<file path="config.mk">
export PLATFORM = sky130hd
export DESIGN_NAME = wb_arbiter_flat
export DESIGN_NICKNAME = d
export VERILOG_FILES = /design/src/rtl/wb_arbiter_if.sv /design/src/rtl/wb_arbiter.sv /design/src/flat_wrapper.sv
export SDC_FILE = /design/constraint.sdc
export NUM_CORES = 1
export LEC_CHECK = 0
export ABC_AREA = 1
export CAP_MARGIN = 40
export CORE_ASPECT_RATIO = 1.1
export CORE_MARGIN = 2
export CORE_UTILIZATION = 45
export DETAILED_ROUTE_END_ITERATION = 10
export HOLD_SLACK_MARGIN = 0.02
export PLACE_DENSITY_LB_ADDON = 0.25
export SYNTH_ARGS = -nofsm -noshare
export SYNTH_HDL_FRONTEND = slang
export SYNTH_SLANG_ARGS = --single-unit
</file>
<file path="constraint.sdc">
create_clock -name clk -period 9.9 [get_ports clk]
set_clock_uncertainty 0.2 [all_clocks]
set_input_delay 1.98 -clock clk [delete_from_list [all_inputs] [get_ports clk]]
set_output_delay 1.98 -clock clk [all_outputs]
set_load 0.005 [all_outputs]
</file>
<file path="src/rtl/wb_arbiter_if.sv">
// Write-back arbiter bus bundle.
// Groups the ALU write-back request, load-return handshake, decode-stage
// pending checks and the registered register-file write port.
//   slave  : arbiter side (consumes requests, drives ready/pending/write port)
//   master : producer side (drives requests and check addresses)
interface wb_arbiter_if #(
   parameter int unsigned REG_ADDR_WIDTH = 5,
   parameter int unsigned REG_WIDTH      = 32
);
   logic                      alu_valid;
   logic [REG_ADDR_WIDTH-1:0] alu_addr;
   logic [REG_WIDTH-1:0]      alu_data;

   logic                      ld_valid;
   logic                      ld_ready;
   logic [REG_ADDR_WIDTH-1:0] ld_addr;
   logic [REG_WIDTH-1:0]      ld_data;

   logic [REG_ADDR_WIDTH-1:0] chk_rs1;
   logic [REG_ADDR_WIDTH-1:0] chk_rs2;
   logic                      pending_rs1;
   logic                      pending_rs2;

   logic                      wr_en;
   logic [REG_ADDR_WIDTH-1:0] addr_rd;
   logic [REG_WIDTH-1:0]      data_rd;

   modport slave (
      input  alu_valid, alu_addr, alu_data,
      input  ld_valid, ld_addr, ld_data,
      output ld_ready,
      input  chk_rs1, chk_rs2,
      output pending_rs1, pending_rs2,
      output wr_en, addr_rd, data_rd
   );

   modport master (
      output alu_valid, alu_addr, alu_data,
      output ld_valid, ld_addr, ld_data,
      input  ld_ready,
      output chk_rs1, chk_rs2,
      input  pending_rs1, pending_rs2,
      input  wr_en, addr_rd, data_rd
   );
endinterface

</file>
<file path="src/rtl/wb_arbiter.sv">
// Write-back arbiter: owns the single register-file write port.
// ALU write-backs have fixed priority with no back-pressure; load returns
// arrive on a valid/ready handshake and are buffered in a small FIFO that
// drains whenever the ALU is idle. Queued loads are reported to decode via
// pending_rs1/pending_rs2 so it can stall on them.
// Ports:
//   clk   - clock, rising edge
//   reset - synchronous active-high reset
//   bus   - wb_arbiter_if.slave (ALU request, load handshake, pending
//           checks, registered wr_en/addr_rd/data_rd)
module wb_arbiter #(
   parameter int unsigned REG_ADDR_WIDTH = 5,
   parameter int unsigned REG_WIDTH      = 32,
   parameter int unsigned FIFO_DEPTH     = 4
) (
   input logic          clk,
   input logic          reset,
   wb_arbiter_if.slave  bus
);
   localparam int unsigned PTR_W = $clog2(FIFO_DEPTH);
   localparam int unsigned CNT_W = PTR_W + 1;

   // FIFO storage; the valid bit lets an ALU write kill an older queued load
   logic                      ent_valid [FIFO_DEPTH];
   logic [REG_ADDR_WIDTH-1:0] ent_addr  [FIFO_DEPTH];
   logic [REG_WIDTH-1:0]      ent_data  [FIFO_DEPTH];

   logic [PTR_W-1:0]          rd_ptr;
   logic [PTR_W-1:0]          wr_ptr;
   logic [CNT_W-1:0]          count;

   logic                      wr_en_q;
   logic [REG_ADDR_WIDTH-1:0] addr_rd_q;
   logic [REG_WIDTH-1:0]      data_rd_q;

   logic ld_ready_c;
   logic push_c;
   logic pop_c;
   logic kill_c;
   logic pend1_c;
   logic pend2_c;
   logic [PTR_W-1:0] idx_c;

   // Handshake and arbitration decisions
   always_comb begin
      ld_ready_c = !reset && (count != CNT_W'(FIFO_DEPTH));
      // x0 loads complete the handshake but are dropped
      push_c     = bus.ld_valid && ld_ready_c && (bus.ld_addr != '0);
      pop_c      = !bus.alu_valid && (count != '0);
      kill_c     = bus.alu_valid && (bus.alu_addr != '0);
   end

   // Pending scan over occupied slots only, oldest first from the head
   always_comb begin
      pend1_c = 1'b0;
      pend2_c = 1'b0;
      idx_c   = '0;
      for (int i = 0; i < int'(FIFO_DEPTH); i++) begin
         idx_c = rd_ptr + PTR_W'(i);
         if ((CNT_W'(i) < count) && ent_valid[idx_c]) begin
            if (ent_addr[idx_c] == bus.chk_rs1) pend1_c = 1'b1;
            if (ent_addr[idx_c] == bus.chk_rs2) pend2_c = 1'b1;
         end
      end
      pend1_c = pend1_c && (bus.chk_rs1 != '0);
      pend2_c = pend2_c && (bus.chk_rs2 != '0);
   end

   // FIFO state and registered write port
   always_ff @(posedge clk) begin
      if (reset) begin
         rd_ptr    <= '0;
         wr_ptr    <= '0;
         count     <= '0;
         wr_en_q   <= 1'b0;
         addr_rd_q <= '0;
         data_rd_q <= '0;
         for (int i = 0; i < int'(FIFO_DEPTH); i++) begin
            ent_valid[i] <= 1'b0;
            ent_addr[i]  <= '0;
            ent_data[i]  <= '0;
         end
      end else begin
         // WAW kill of older entries; the same-cycle push below overrides it
         for (int i = 0; i < int'(FIFO_DEPTH); i++) begin
            if (kill_c && (ent_addr[i] == bus.alu_addr)) ent_valid[i] <= 1'b0;
         end

         if (push_c) begin
            ent_valid[wr_ptr] <= 1'b1;
            ent_addr[wr_ptr]  <= bus.ld_addr;
            ent_data[wr_ptr]  <= bus.ld_data;
            wr_ptr            <= wr_ptr + 1'b1;
         end

         if (bus.alu_valid) begin
            wr_en_q <= kill_c;
            if (kill_c) begin
               addr_rd_q <= bus.alu_addr;
               data_rd_q <= bus.alu_data;
            end
         end else if (pop_c) begin
            // A killed head still consumes the cycle, with no write
            wr_en_q <= ent_valid[rd_ptr];
            if (ent_valid[rd_ptr]) begin
               addr_rd_q <= ent_addr[rd_ptr];
               data_rd_q <= ent_data[rd_ptr];
            end
            rd_ptr <= rd_ptr + 1'b1;
         end else begin
            wr_en_q <= 1'b0;
         end

         if (push_c && !pop_c)      count <= count + 1'b1;
         else if (!push_c && pop_c) count <= count - 1'b1;
      end
   end

   assign bus.ld_ready    = ld_ready_c;
   assign bus.pending_rs1 = pend1_c;
   assign bus.pending_rs2 = pend2_c;
   assign bus.wr_en       = wr_en_q;
   assign bus.addr_rd     = addr_rd_q;
   assign bus.data_rd     = data_rd_q;

endmodule

</file>
<file path="src/flat_wrapper.sv">
// flat-port wrapper written by rule: the top's interface ports become plain ports
module wb_arbiter_flat 
#(
   parameter int unsigned REG_ADDR_WIDTH = 5,
   parameter int unsigned REG_WIDTH      = 32,
   parameter int unsigned FIFO_DEPTH     = 4
)
  (clk, reset, bus_alu_valid, bus_alu_addr, bus_alu_data, bus_ld_valid, bus_ld_addr, bus_ld_data, bus_ld_ready, bus_chk_rs1, bus_chk_rs2, bus_pending_rs1, bus_pending_rs2, bus_wr_en, bus_addr_rd, bus_data_rd);
  wb_arbiter_if #(.REG_ADDR_WIDTH(REG_ADDR_WIDTH), .REG_WIDTH(REG_WIDTH)) bus_i ();
  input logic clk;
  input logic reset;
  input wire logic [$bits(bus_i.alu_valid)-1:0] bus_alu_valid;
  input wire logic [$bits(bus_i.alu_addr)-1:0] bus_alu_addr;
  input wire logic [$bits(bus_i.alu_data)-1:0] bus_alu_data;
  input wire logic [$bits(bus_i.ld_valid)-1:0] bus_ld_valid;
  input wire logic [$bits(bus_i.ld_addr)-1:0] bus_ld_addr;
  input wire logic [$bits(bus_i.ld_data)-1:0] bus_ld_data;
  output wire logic [$bits(bus_i.ld_ready)-1:0] bus_ld_ready;
  input wire logic [$bits(bus_i.chk_rs1)-1:0] bus_chk_rs1;
  input wire logic [$bits(bus_i.chk_rs2)-1:0] bus_chk_rs2;
  output wire logic [$bits(bus_i.pending_rs1)-1:0] bus_pending_rs1;
  output wire logic [$bits(bus_i.pending_rs2)-1:0] bus_pending_rs2;
  output wire logic [$bits(bus_i.wr_en)-1:0] bus_wr_en;
  output wire logic [$bits(bus_i.addr_rd)-1:0] bus_addr_rd;
  output wire logic [$bits(bus_i.data_rd)-1:0] bus_data_rd;
  assign bus_i.alu_valid = bus_alu_valid;
  assign bus_i.alu_addr = bus_alu_addr;
  assign bus_i.alu_data = bus_alu_data;
  assign bus_i.ld_valid = bus_ld_valid;
  assign bus_i.ld_addr = bus_ld_addr;
  assign bus_i.ld_data = bus_ld_data;
  assign bus_ld_ready = bus_i.ld_ready;
  assign bus_i.chk_rs1 = bus_chk_rs1;
  assign bus_i.chk_rs2 = bus_chk_rs2;
  assign bus_pending_rs1 = bus_i.pending_rs1;
  assign bus_pending_rs2 = bus_i.pending_rs2;
  assign bus_wr_en = bus_i.wr_en;
  assign bus_addr_rd = bus_i.addr_rd;
  assign bus_data_rd = bus_i.data_rd;
  wb_arbiter #(.REG_ADDR_WIDTH(REG_ADDR_WIDTH), .REG_WIDTH(REG_WIDTH), .FIFO_DEPTH(FIFO_DEPTH)) u_core (.clk(clk), .reset(reset), .bus(bus_i));
endmodule
</file>
* Word level (Yosys, flattened, before mapping) *
Memories as Yosys holds them, arrays and structs flattened. A register that Yosys moved wholly into a read port is not among the register bits.
Cells that the tools add are included.

word-level totals
  register bits = 45
  memory bits (writable) = 152
  bits of input ports = 88
  output and inout bits = 41
  logic and storage cells = 132
  memories = 3

cells by class
  $add $sub $neg = 6
  magnitude comparators = 4
  eq/ne operators = 14
  mux-type cells = 61
  bitwise operators = 5
  reductions and logical operators = 33

memories
  name              depth  bits a word  read ports  clocked after memory_dff  wr ports  RTL line          RTL
  u_core.ent_data   4      32           1           1                         4         wb_arbiter.sv:26  logic [REG_WIDTH-1:0] ent_data [FIFO_DEPTH];
  u_core.ent_addr   4      5            8           1                         4         wb_arbiter.sv:25  logic [REG_ADDR_WIDTH-1:0] ent_addr [FIFO_DEPTH];
  u_core.ent_valid  4      1            4           1                         5         wb_arbiter.sv:24  logic ent_valid [FIFO_DEPTH];

operators by type and width
  kind                                                                 number
  32-bit two-way mux                                                   5
  5-bit == test                                                        12
  1-bit two-way mux                                                    41
  32-bit OR reduction                                                  1
  5-bit two-way mux                                                    5
  5-bit nonzero test                                                   4
  1-bit logical AND                                                    17
  2-bit two-way mux                                                    8
  1-bit by 3-bit < comparator with 1-bit output, first input constant  2
  2-bit by 3-bit < comparator with 1-bit output, first input constant  2
  3-bit two-way mux                                                    2
  2-bit nonzero test                                                   3
  5-bit OR reduction                                                   1
  2-bit by 1-bit adder with 2-bit output, second input constant        2
  2-bit adder, second input constant                                   2
  1-bit zero test                                                      4
  1-bit OR                                                             4
  3-bit by 1-bit adder with 3-bit output, second input constant        1
  3-bit != test, second input constant                                 1
  3-bit AND reduction                                                  1
  3-bit nonzero test                                                   1
  3-bit by 1-bit subtractor with 3-bit output, second input constant   1
  2-bit by 1-bit != test with 1-bit output, second input constant      1
  2-bit AND reduction                                                  1
  1-bit inverter                                                       1

* Logic depth before layout (Yosys ltp) *
Gate-level depths: netlist of run 1.

  depth after elaboration = 10
  mapped depth = 14
  depth with buffers taken out = 13

* Worst setup path after synthesis of run 1 *
Ideal clock, no wire load.

  kind = input to register
  start point = input port reset
  end point = memory u_core.ent_addr[3][0] (enable)
  library setup time = 0.488 ns
  arrival time = 5.366 ns
  required time = 9.212 ns
  path slack = 3.847 ns
  stages on the path = 5
  buffers on the path = 1
  cells stage by stage = a21oi_2 > and2_1 > nand2_2 > buf_2 > a211oi_1

RTL lines
  element          RTL line            RTL
  start, declared  flat_wrapper.sv:11  input logic reset;
  end, declared    wb_arbiter.sv:25

* Worst setup path after layout of run 1 *
  start point = input port bus_chk_rs2[1]
  end point = output port bus_pending_rs2

on the way
  cells in the longest elaborated chain, start to end = 10
  elaborated cells between the ends (all ways) = 14
  classes of those cells = 4 x eq/ne; 8 x mux; 2 x reduce/logical

RTL lines
  element                RTL line            RTL
  start, declared        flat_wrapper.sv:20  input wire logic [$bits(bus_i.chk_rs2)-1:0] bus_chk_rs2;
  5-bit == test          wb_arbiter.sv:62    if (ent_addr[idx_c] == bus.chk_rs2) pend2_c = 1'b1;
  1-bit two-way mux      wb_arbiter.sv:62
  1-bit two-way mux      wb_arbiter.sv:60    if ((CNT_W'(i) < count) && ent_valid[idx_c]) begin
  1-bit two-way mux      wb_arbiter.sv:62
  1-bit two-way mux      wb_arbiter.sv:60
  1-bit two-way mux      wb_arbiter.sv:62
  1-bit two-way mux      wb_arbiter.sv:60
  1-bit two-way mux      wb_arbiter.sv:62
  1-bit two-way mux      wb_arbiter.sv:60
  1-bit logical AND (*)  wb_arbiter.sv:66    pend2_c = pend2_c && (bus.chk_rs2 != '0);
  end, declared          flat_wrapper.sv:22  output wire logic [$bits(bus_i.pending_rs2)-1:0] bus_pending_rs2;

Every way passes the cells marked *; elsewhere a longest branch is shown, timed or not.

==> reports/qor.yml, run 1 <==
outcome:
  outcome: "finished, final reports clean"
die:
  core_um2: 22860
  fp.dieW_um: 149.2
  rows: 58
  die_y_um: 163.7
  num_io_pins: 129
  start_util_pct: 45.67
  die_area_um2: 24430
worst_hold_path:
  hp-start: "u_core.ent_valid[1]$_DFF_P_"
  hp-class: "flip-flop to flip-flop"
critical_path:
  crit_chain: "clkdlybuf4s50_1 > inv_1 > nand3_1 > nand2_1 > nor2_1 > nand3_1 > nand2_1 > nor2_1 > nor2_1 > clkdlybuf4s50_1"
  regToRegStartpoint: "u_core.count[0]$_SDFFE_PP0P_"
  crit_type: "primary input to output port"
  critical_path_arrival_ps: 3840
  r2r_slack_ps: 5740
  slowest_delay_ps: 590
  crit_start: "bus_chk_rs2[1]"
  crit_required_ps: 7720
  timing.rr.end: "u_core.ent_data[0][31]$_SDFFCE_PN0P_"
  end_kind: "output port"
  cpMaxStageDelayCell: "clkdlybuf4s50_1"
  endpoint: "bus_pending_rs2"
  r2r_cells: 12
  cp-start-kind: "primary input"
  worst-path-max-fanout: 5
  cp_common_cell: "nor2_1"
finish:
  layout.cells.non_filler: 1687
  areaGrowthSynthToFinish_pct: 18.45
  layout.nets: 1470
  mostFrequentLayoutCells: "nand2_1, nor2_1, edfxtp_1"
  drive_gt1_share_pct: 5.195
  regArea_um2: 5466
  final_common_cell: "nand2_1"
  n_fill_cell: 2141
  multi_input_area_um2: 4178
clock_network:
  cts_buffer_depth: 2
  cts_resized: 0
  ctsHoldBuffers: 0
  clk_latency_ps: 450
  cts-root-buf: "clkbuf_16"
  clk_pin_slew_ps: 70
  cts_tree: "yes"
  cts_buffers: 17
  cts_max_level: 4
  cts.sinks: 199
  cts_setup_buffers: 0
detailed_routing:
  final_antenna_net_count: 0
  drt-pass1-iter-count: 5
  vias_per_cell: 5.261
  wl_per_cell_um: 17.04
  routed_wl_mm: 28.75
  drc_errors: 0
  drt_iter0_drc: 656
  via_count: 8876
synth:
  ys_types: 31
  syn_inst: 1284
  yosysWarnings: 0
  synthesis.nets: 1381
  avgSynthCellArea_um2: 8.130
  netlist_area_um2: 10440
  seq_area_frac_synth_pct: 52.36
  synth-seq-cells: 199
pwr:
  p_leak_nw: 5.265
  combinationalPowerShare_pct: 36.4
  seqPwrFrac_pct: 39.1
  pwr-share-clk_pct: 24.5
  switching_power_w: 0.001055
  ir_drop_mv: 0.1440
  p_sw_share_pct: 38.00
  powerDensity_nw_per_um2: 224.6
  intPower_w: 0.001722
timing:
  timing.final.crit_share_pct: 60.80
  grt_setup_unrepaired: "false"
  final.min_clock_period_ps: 6019
  holdWs_ps: 287.0
  tightestPinTransition_ps: 864.1
  hold_viol_final: 0
  setup_violations: 0
  slew_viol_final: 0
  slew_headroom_pct: 42.31
  fmax_mhz: 166.1
  tns_ps: 0
place:
  port_buffers: 128
  dp.final_hpwl_mm: 18.97
  gp_congestion: 0.8780
  placed_cells: 1654
global_route:
  gr-total-overflow: 0
  grt_first_pass_wirelength_mm: 44.99
  grt_max_degree: 78
  first_global_vias: 8544
  antenna_found_initial: 0
  track_usage_pct: 23.96
job:
  cap_violations: 0
==> worst min path at each step <==
stage               cells after the start                     endpoint  slack, ps
finish                                  2  u_core.ent_valid[1]$_DFF_P_        290
global route                            2  u_core.ent_valid[0]$_DFF_P_        320
CTS                                     2  u_core.ent_valid[1]$_DFF_P_        290
detailed placement                      2  u_core.ent_valid[1]$_DFF_P_        280
global placement                        2  u_core.ent_valid[2]$_DFF_P_        280
floorplan                               2  u_core.ent_valid[0]$_DFF_P_        260
==> per-layer routing <==
layer  vias to the layer above  global-route usage (%)  part of all wire (%)
met5                         -                       0                     0
met2                       248                   42.21                    51
met3                        44                   3.778                   5.0
met1                      4171                   29.91                    42
li1                       4413                       -                     -
met4                         0                   8.398                   2.3
==> cell usage after synthesis <==
cell type  number  area [um^2]
a211oi_1        1        7.510
a21oi_1        13        65.06
a21oi_2         1        8.760
a21oi_4         1        16.27
a31oi_1        37        231.5
and2_1          1        6.260
buf_1           1        3.750
buf_2          21        105.1
buf_4           4        30.03
buf_6          18        202.7
clkbuf_1       28        105.1
dfxtp_1        51         1021
edfxtp_1      148         4444
ha_1            9        112.6
inv_1          89        334.1
inv_2           8        30.03
nand2_1       340         1276
nand2_2         5        31.28
nand2_4         1        11.26
nand3_1        82        410.4
nand3_2         4        40.04
nand4_1         3        18.77
nor2_1        243        912.1
nor2_4          3        33.78
nor3_1          7        35.03
nor4_1          1        6.260
o21ai_0       102        510.5
o21ai_1         9        45.04
o22ai_1        32        200.2
xnor2_1         8        70.07
xor2_1         13        113.9
==> stage by stage <==
step,area (um^2),util (%),power [W],worst slack (ps)
final,12360,54.09,0.002777,3881
after global routing,12360,54.08,0.002952,3692
after CTS,12360,54.08,0.002787,3892
after detailed placement,11790,51.58,0.002114,3897
after global placement,11750,51.40,0.002102,3875
after floorplan,10440,-,0.001813,3847
==> power by group through the flow <==
stage	Clock (W)	Combinational [W]	Sequential, W
finish	0.000679	0.00101	0.00109
global route	0.000718	0.00113	0.00110
CTS	0.000686	0.00101	0.00109
detailed placement	0	0.00101	0.00110
global placement	0	0.00100	0.00110
floorplan	0	0.000719	0.00109
==> cell type report <==
cell class              count  area share (%)
diodes                      1         0.02024
clock buffers              17           3.441
clock inverters            15           1.184
inverters                  97           2.945
multi-input cells         916           33.79
flip-flops and latches    199           44.21
well taps                 300           3.036
repair buffers            142           11.37
==> cell families after synthesis <==
family / share of synthesized area [%]
AO/OA/AOI/OAI: 10.39
buffers and inverters: 7.767
XOR/XNOR: 1.762
AND/OR/NAND/NOR: 26.65
adder cells (fa/ha/maj): 1.079
flip-flops: 52.36
==> sequential cells by signal, summed over array words and instances, names as in the netlist, named ones only <==
signal	flops
u_core.ent_data	128
u_core.bus.data_rd	32
u_core.ent_addr	20
u_core.bus.addr_rd	5
u_core.ent_valid	4
u_core.count	3
u_core.rd_ptr	2
u_core.wr_ptr	2
u_core.bus.wr_en	1
==> worst max-delay path: cells and delay by family <==
family | cells | cell delay, ps
buffers and inverters | 3 | 1240
and+or+nand+nor | 7 | 620
(Power assumes the default switching activity.)
==> run 2, diff against run 1 <==
==> constraint.sdc (replaced) <==
create_clock -name clk -period 6.3 [get_ports clk]
set_clock_uncertainty 0.2 [all_clocks]
set_input_delay 1.26 -clock clk [delete_from_list [all_inputs] [get_ports clk]]
set_output_delay 1.26 -clock clk [all_outputs]
set_load 0.005 [all_outputs]
==> reports/qor.yml, run 2 (synthesized netlist as in run 1, its figures left out) <==
die:
  rows: 58  # unchanged
  die_y_um: 163.7  # unchanged
  num_io_pins: 129  # unchanged
  fp.dieW_um: 149.2  # unchanged
  core_um2: 22860  # unchanged
  die_area_um2: 24430  # unchanged
  start_util_pct: 45.67  # unchanged
detailed_routing:
  wl_per_cell_um: 17.06  # was 17.04 um
  vias_per_cell: 5.260  # was 5.261
  routed_wl_mm: 28.83  # was 28.75 mm
  final_antenna_net_count: 0  # unchanged
  drt_iter0_drc: 728  # was 656
  via_count: 8889  # was 8,876
  drc_errors: 0  # unchanged
  drt-pass1-iter-count: 5  # unchanged
critical_path:
  crit_type: "primary input to output port"  # unchanged
  critical_path_arrival_ps: 3190  # was 3840 ps
  crit_chain: "clkdlybuf4s50_1 > inv_1 > nand2_1 > nand2_1 > nor2_1 > nand3_1 > nand2_1 > nor2_1 > nor2_1 > clkdlybuf4s50_1"  # was clkdlybuf4s50_1 > inv_1 > nand3_1 > nand2_1 > nor2_1 > nand3_1 > nand2_1 > nor2_1 > nor2_1 > clkdlybuf4s50_1
  crit_start: "bus_chk_rs1[0]"  # was bus_chk_rs2[1]
  r2r_cells: 11  # was 12
  cp-start-kind: "primary input"  # unchanged
  crit_required_ps: 4840  # was 7720 ps
  timing.rr.end: "u_core.ent_data[2][27]$_SDFFCE_PN0P_"  # was u_core.ent_data[0][31]$_SDFFCE_PN0P_
  cpMaxStageDelayCell: "clkdlybuf4s50_1"  # unchanged
  regToRegStartpoint: "u_core.count[0]$_SDFFE_PP0P_"  # unchanged
  end_kind: "output port"  # unchanged
  worst-path-max-fanout: 6  # was 5
  r2r_slack_ps: 3050  # was 5740 ps
  slowest_delay_ps: 610  # was 590 ps
finish:
  largest_register_ffs: 128  # unchanged
  areaGrowthSynthToFinish_pct: 19.07  # was 18.45%
  top_register: "u_core.ent_data"  # unchanged
  layout.nets: 1474  # was 1,470
  n_fill_cell: 2129  # was 2,141
  n_antenna_cell: 0  # was 1
  mostFrequentLayoutCells: "nand2_1, nor2_1, edfxtp_1"  # unchanged
  final_common_cell: "nand2_1"  # unchanged
  drive_gt1_share_pct: 5.468  # was 5.195%
pwr:
  p_leak_nw: 5.298  # was 5.265 nW
  powerDensity_nw_per_um2: 352.1  # was 224.6 nW/um^2
  ir_drop_mv: 0.2444  # was 0.1440 mV
  total_power_w: 0.004376  # was 0.002777 W
timing:
  tightestPinTransition_ps: 818.0  # was 864.1 ps
  slew_headroom_pct: 45.39  # was 42.31%
  final.min_clock_period_ps: 4647
  grt_setup_unrepaired: "false"  # unchanged
  timing.final.crit_share_pct: 73.77
  setup_violations: 0  # unchanged
  tns_ps: 0  # unchanged
  fmax_mhz: 215.2
  hold_viol_final: 0  # unchanged
  slew_viol_final: 0  # unchanged
clock_network:
  cts_max_level: 4  # unchanged
  cts_buffer_depth: 2  # unchanged
  cts-root-buf: "clkbuf_16"  # unchanged
  cts_resized: 0  # unchanged
  cts_tree: "yes"  # unchanged
  cts_buffers: 17  # unchanged
  cts.sinks: 199  # unchanged
  cts_setup_buffers: 0  # unchanged
  ctsHoldBuffers: 0  # unchanged
  clk_latency_ps: 440  # was 450 ps
  clk_pin_slew_ps: 70  # about the same
global_route:
  grt_first_pass_wirelength_mm: 45.42  # was 44.99 mm
  first_global_vias: 8540  # was 8,544
  grt_max_degree: 75  # was 78
  track_usage_pct: 24.27  # was 23.96%
  antenna_found_initial: 0  # unchanged
  gr-total-overflow: 0  # unchanged
place:
  port_buffers: 128  # unchanged
  dp.final_hpwl_mm: 19.09  # was 18.97 mm
  gp_congestion: 0.9334  # was 0.8780
worst_hold_path:
  hp-class: "flip-flop to flip-flop"  # unchanged
  hp-start: "u_core.ent_valid[1]$_DFF_P_"  # unchanged
  hold-path-endpoint: "u_core.ent_valid[1]$_DFF_P_"  # unchanged
  holdPathStages: 2  # unchanged
outcome:
  outcome: "finished, final reports clean"  # unchanged
job:
  cap_violations: 0  # unchanged
## run 2: final cells by class
class | count | area, um^2 | area share [%]
clock inverter | 15 | 151.4 | 1.218
inverter | 97 | 364.1 | 2.929
clock buffer | 17 | 425.4 | 3.423
timing repair buffer | 146 | 1469 | 11.82
sequential | 199 | 5466 | 43.98
multi-input combinational | 916 | 4178 | 33.61
tap | 300 | 375.4 | 3.020
## run 2: worst max path at each step
stage	slack (ps)	end	depth (start not counted)
after floorplan	970	u_core.ent_addr[3][0]$_DFFE_PP_	5
after global placement	1680	bus_pending_rs1	10
after detailed placement	1650	bus_pending_rs1	10
after CTS	1650	bus_pending_rs1	10
after global routing	1390	bus_pending_rs1	14
final	1650	bus_pending_rs1	10
## run 2: metrics by stage
step	utilization, %	hold slack [ps]	instances	setup slack (ps)	area (um^2)
floorplan	-	255.6	1284	966.6	10440
global placement	51.64	277.0	1656	1684	11810
detailed placement	51.85	276.2	1658	1653	11850
CTS	54.37	288.2	1690	1651	12430
global route	54.37	306.0	1690	1391	12430
finish	54.37	287.0	1690	1653	12430
## run 2: where the power goes
group	leakage [nW]	total (W)	internal (W)	switching [W]
Clock	0.285	0.00106	0.000531	0.000531
Sequential	1.95	0.00173	0.00161	0.000115
Combinational	3.06	0.00159	0.000547	0.00104
## run 2: per-layer routing
metal  track usage (%)  part of all wire [%]  vias to the layer above
li1                  -                     -                     4429
met2             41.91                    49                      292
met3             4.083                   5.7                       48
met4             8.571                   2.6                        0
met1             30.85                    42                     4120
met5                 0                     0                        -
## run 2: worst max-delay path, delay by kind of cell
kind                   cells  cell delay (ps)
buffers and inverters      3             1240
AND/OR/NAND/NOR            7              700
==> run 3, diff against run 2 <==
==> constraint.sdc (replaced) <==
create_clock -name clk -period 4 [get_ports clk]
set_clock_uncertainty 0.2 [all_clocks]
set_input_delay 0.8 -clock clk [delete_from_list [all_inputs] [get_ports clk]]
set_output_delay 0.8 -clock clk [all_outputs]
set_load 0.005 [all_outputs]
==> reports/qor.yml, run 3 (synthesized netlist as in run 1, its figures left out) <==
finish:
  n_fill_cell: 2149  # was 2,129
  layout.cells.non_filler: 1701  # was 1,690
  areaGrowthSynthToFinish_pct: 19.96  # was 19.07%
  layout.nets: 1485  # was 1,474
  top_register: "u_core.ent_data"  # unchanged
  mostFrequentLayoutCells: "nand2_1, nor2_1, edfxtp_1"  # unchanged
  drive_gt1_share_pct: 6.567  # was 5.468%
  multi_input_area_um2: 4185  # was 4178 um^2
  final_common_cell: "nand2_1"  # unchanged
  design_area_um2: 12520  # was 12,430 um^2
  regArea_um2: 5468  # was 5466 um^2
  largest_register_ffs: 128  # unchanged
  fin_util_pct: 54.78  # was 54.37%
  n_antenna_cell: 0  # unchanged
pwr:
  p_leak_nw: 5.342  # was 5.298 nW
  powerDensity_nw_per_um2: 556.4  # was 352.1 nW/um^2
  total_power_w: 0.006967  # was 0.004376 W
  ir_drop_mv: 0.3891  # was 0.2444 mV
place:
  dpl_cell_area_um2: 11920  # was 11,850 um^2
  placed_cells: 1669  # was 1,658
  port_buffers: 128  # unchanged
  dp.final_hpwl_mm: 19.56  # was 19.09 mm
  gp_congestion: 0.8883  # was 0.9334
clock_network:
  cts_max_level: 4  # unchanged
  cts_setup_buffers: 0  # unchanged
  clk_pin_slew_ps: 80  # was 70 ps
  clk_latency_ps: 440  # about the same
  ctsHoldBuffers: 0  # unchanged
  cts_resized: 0  # unchanged
  cts.sinks: 199  # unchanged
  cts-root-buf: "clkbuf_16"  # unchanged
  cts_tree: "yes"  # unchanged
  cts_buffers: 17  # unchanged
  cts_buffer_depth: 2  # unchanged
global_route:
  grt_max_degree: 47  # was 75
  gr-total-overflow: 0  # unchanged
  track_usage_pct: 24.39  # was 24.27%
  antenna_found_initial: 0  # unchanged
  grt_first_pass_wirelength_mm: 45.86  # was 45.42 mm
  first_global_vias: 8758  # was 8,540
worst_hold_path:
  hp-class: "flip-flop to flip-flop"  # unchanged
critical_path:
  worst-path-max-fanout: 38  # was 6
  cp-start-kind: "flip-flop"  # was primary input
  end_kind: "output port"  # unchanged
  critical_path_arrival_ps: 2790  # was 3190 ps
  crit_required_ps: 3000  # was 4840 ps
  crit_type: "flip-flop to output port"  # was primary input to output port
timing:
  timing.final.crit_share_pct: 94.83
  tns_ps: 0  # unchanged
  slew_viol_final: 0  # unchanged
  slew_headroom_pct: 46.58  # was 45.39%
  grt_setup_unrepaired: "false"  # unchanged
  tightestPinTransition_ps: 800.1  # was 818.0 ps
  final.min_clock_period_ps: 3793
  hold_viol_final: 0  # unchanged
  fmax_mhz: 263.6
  setup_violations: 0  # unchanged
die:
  fp.dieW_um: 149.2  # unchanged
  num_io_pins: 129  # unchanged
  rows: 58  # unchanged
  die_area_um2: 24430  # unchanged
  core_um2: 22860  # unchanged
  die_y_um: 163.7  # unchanged
  start_util_pct: 45.67  # unchanged
detailed_routing:
  drc_errors: 0  # unchanged
  wl_per_cell_um: 17.14  # was 17.06 um
  via_count: 8996  # was 8,889
  drt_iter0_drc: 719  # was 728
  vias_per_cell: 5.289  # was 5.260
  routed_wl_mm: 29.15  # was 28.83 mm
  final_antenna_net_count: 0  # unchanged
  drt-pass1-iter-count: 5  # unchanged
job:
  cap_violations: 0  # unchanged
outcome:
  outcome: "finished, final reports clean"  # unchanged
[run 3: final timing paths]
path	cells after the start	slack (ps)	endpoint	start
setup / recovery	10	210	bus_pending_rs1	flip-flop
hold / removal	2	280	u_core.ent_valid[2]$_DFF_P_	u_core.ent_valid[2]$_DFF_P_
setup reg to reg	11	1200	u_core.ent_addr[2][3]$_SDFFCE_PN0P_	u_core.count[0]$_SDFFE_PP0P_
hold reg to reg	2	280	u_core.ent_valid[2]$_DFF_P_	u_core.ent_valid[2]$_DFF_P_
[run 3: cell type report]
class,count,area share (%)
inverter,97,2.938
timing repair buffer,157,12.26
multi-input combinational,916,33.42
clock buffer,18,3.507
sequential,199,43.67
clock inverter,14,1.209
tap,300,2.998
[run 3: metal layers]
metal	up-vias	global-route usage (%)	part of all wire (%)
met4	0	9.913	2.5
met1	4239	30.88	43
met2	262	42.29	50
met5	-	0	0
li1	4451	-	-
met3	44	3.222	4.5
[run 3: critical path, cell delays in order, from the launching register on]
cell,delay (ps)
dfxtp_1,400
buf_4,470
nand3_1,350
nand3_1,150
nand2_1,90
nor2_1,90
nand3_1,80
nand2_1,70
nor2_1,40
nor2_1,100
clkdlybuf4s50_1,510
[run 3: metrics by stage]
stage / hold WS (ps) / setup WS (ps)
after global routing: 316.2 / 41.17
after CTS: 288.2 / 129.5
after detailed placement: 276.4 / 349.0
after global placement: 275.1 / 376.6
after floorplan: 255.6 / 406.9
final: 283.8 / 206.7
[run 3: power breakdown]
group	internal, W	switching (W)
Combinational	0.000894	0.00170
Sequential	0.00254	0.000157
Clock	0.000851	0.000833
Total	0.00428	0.00269
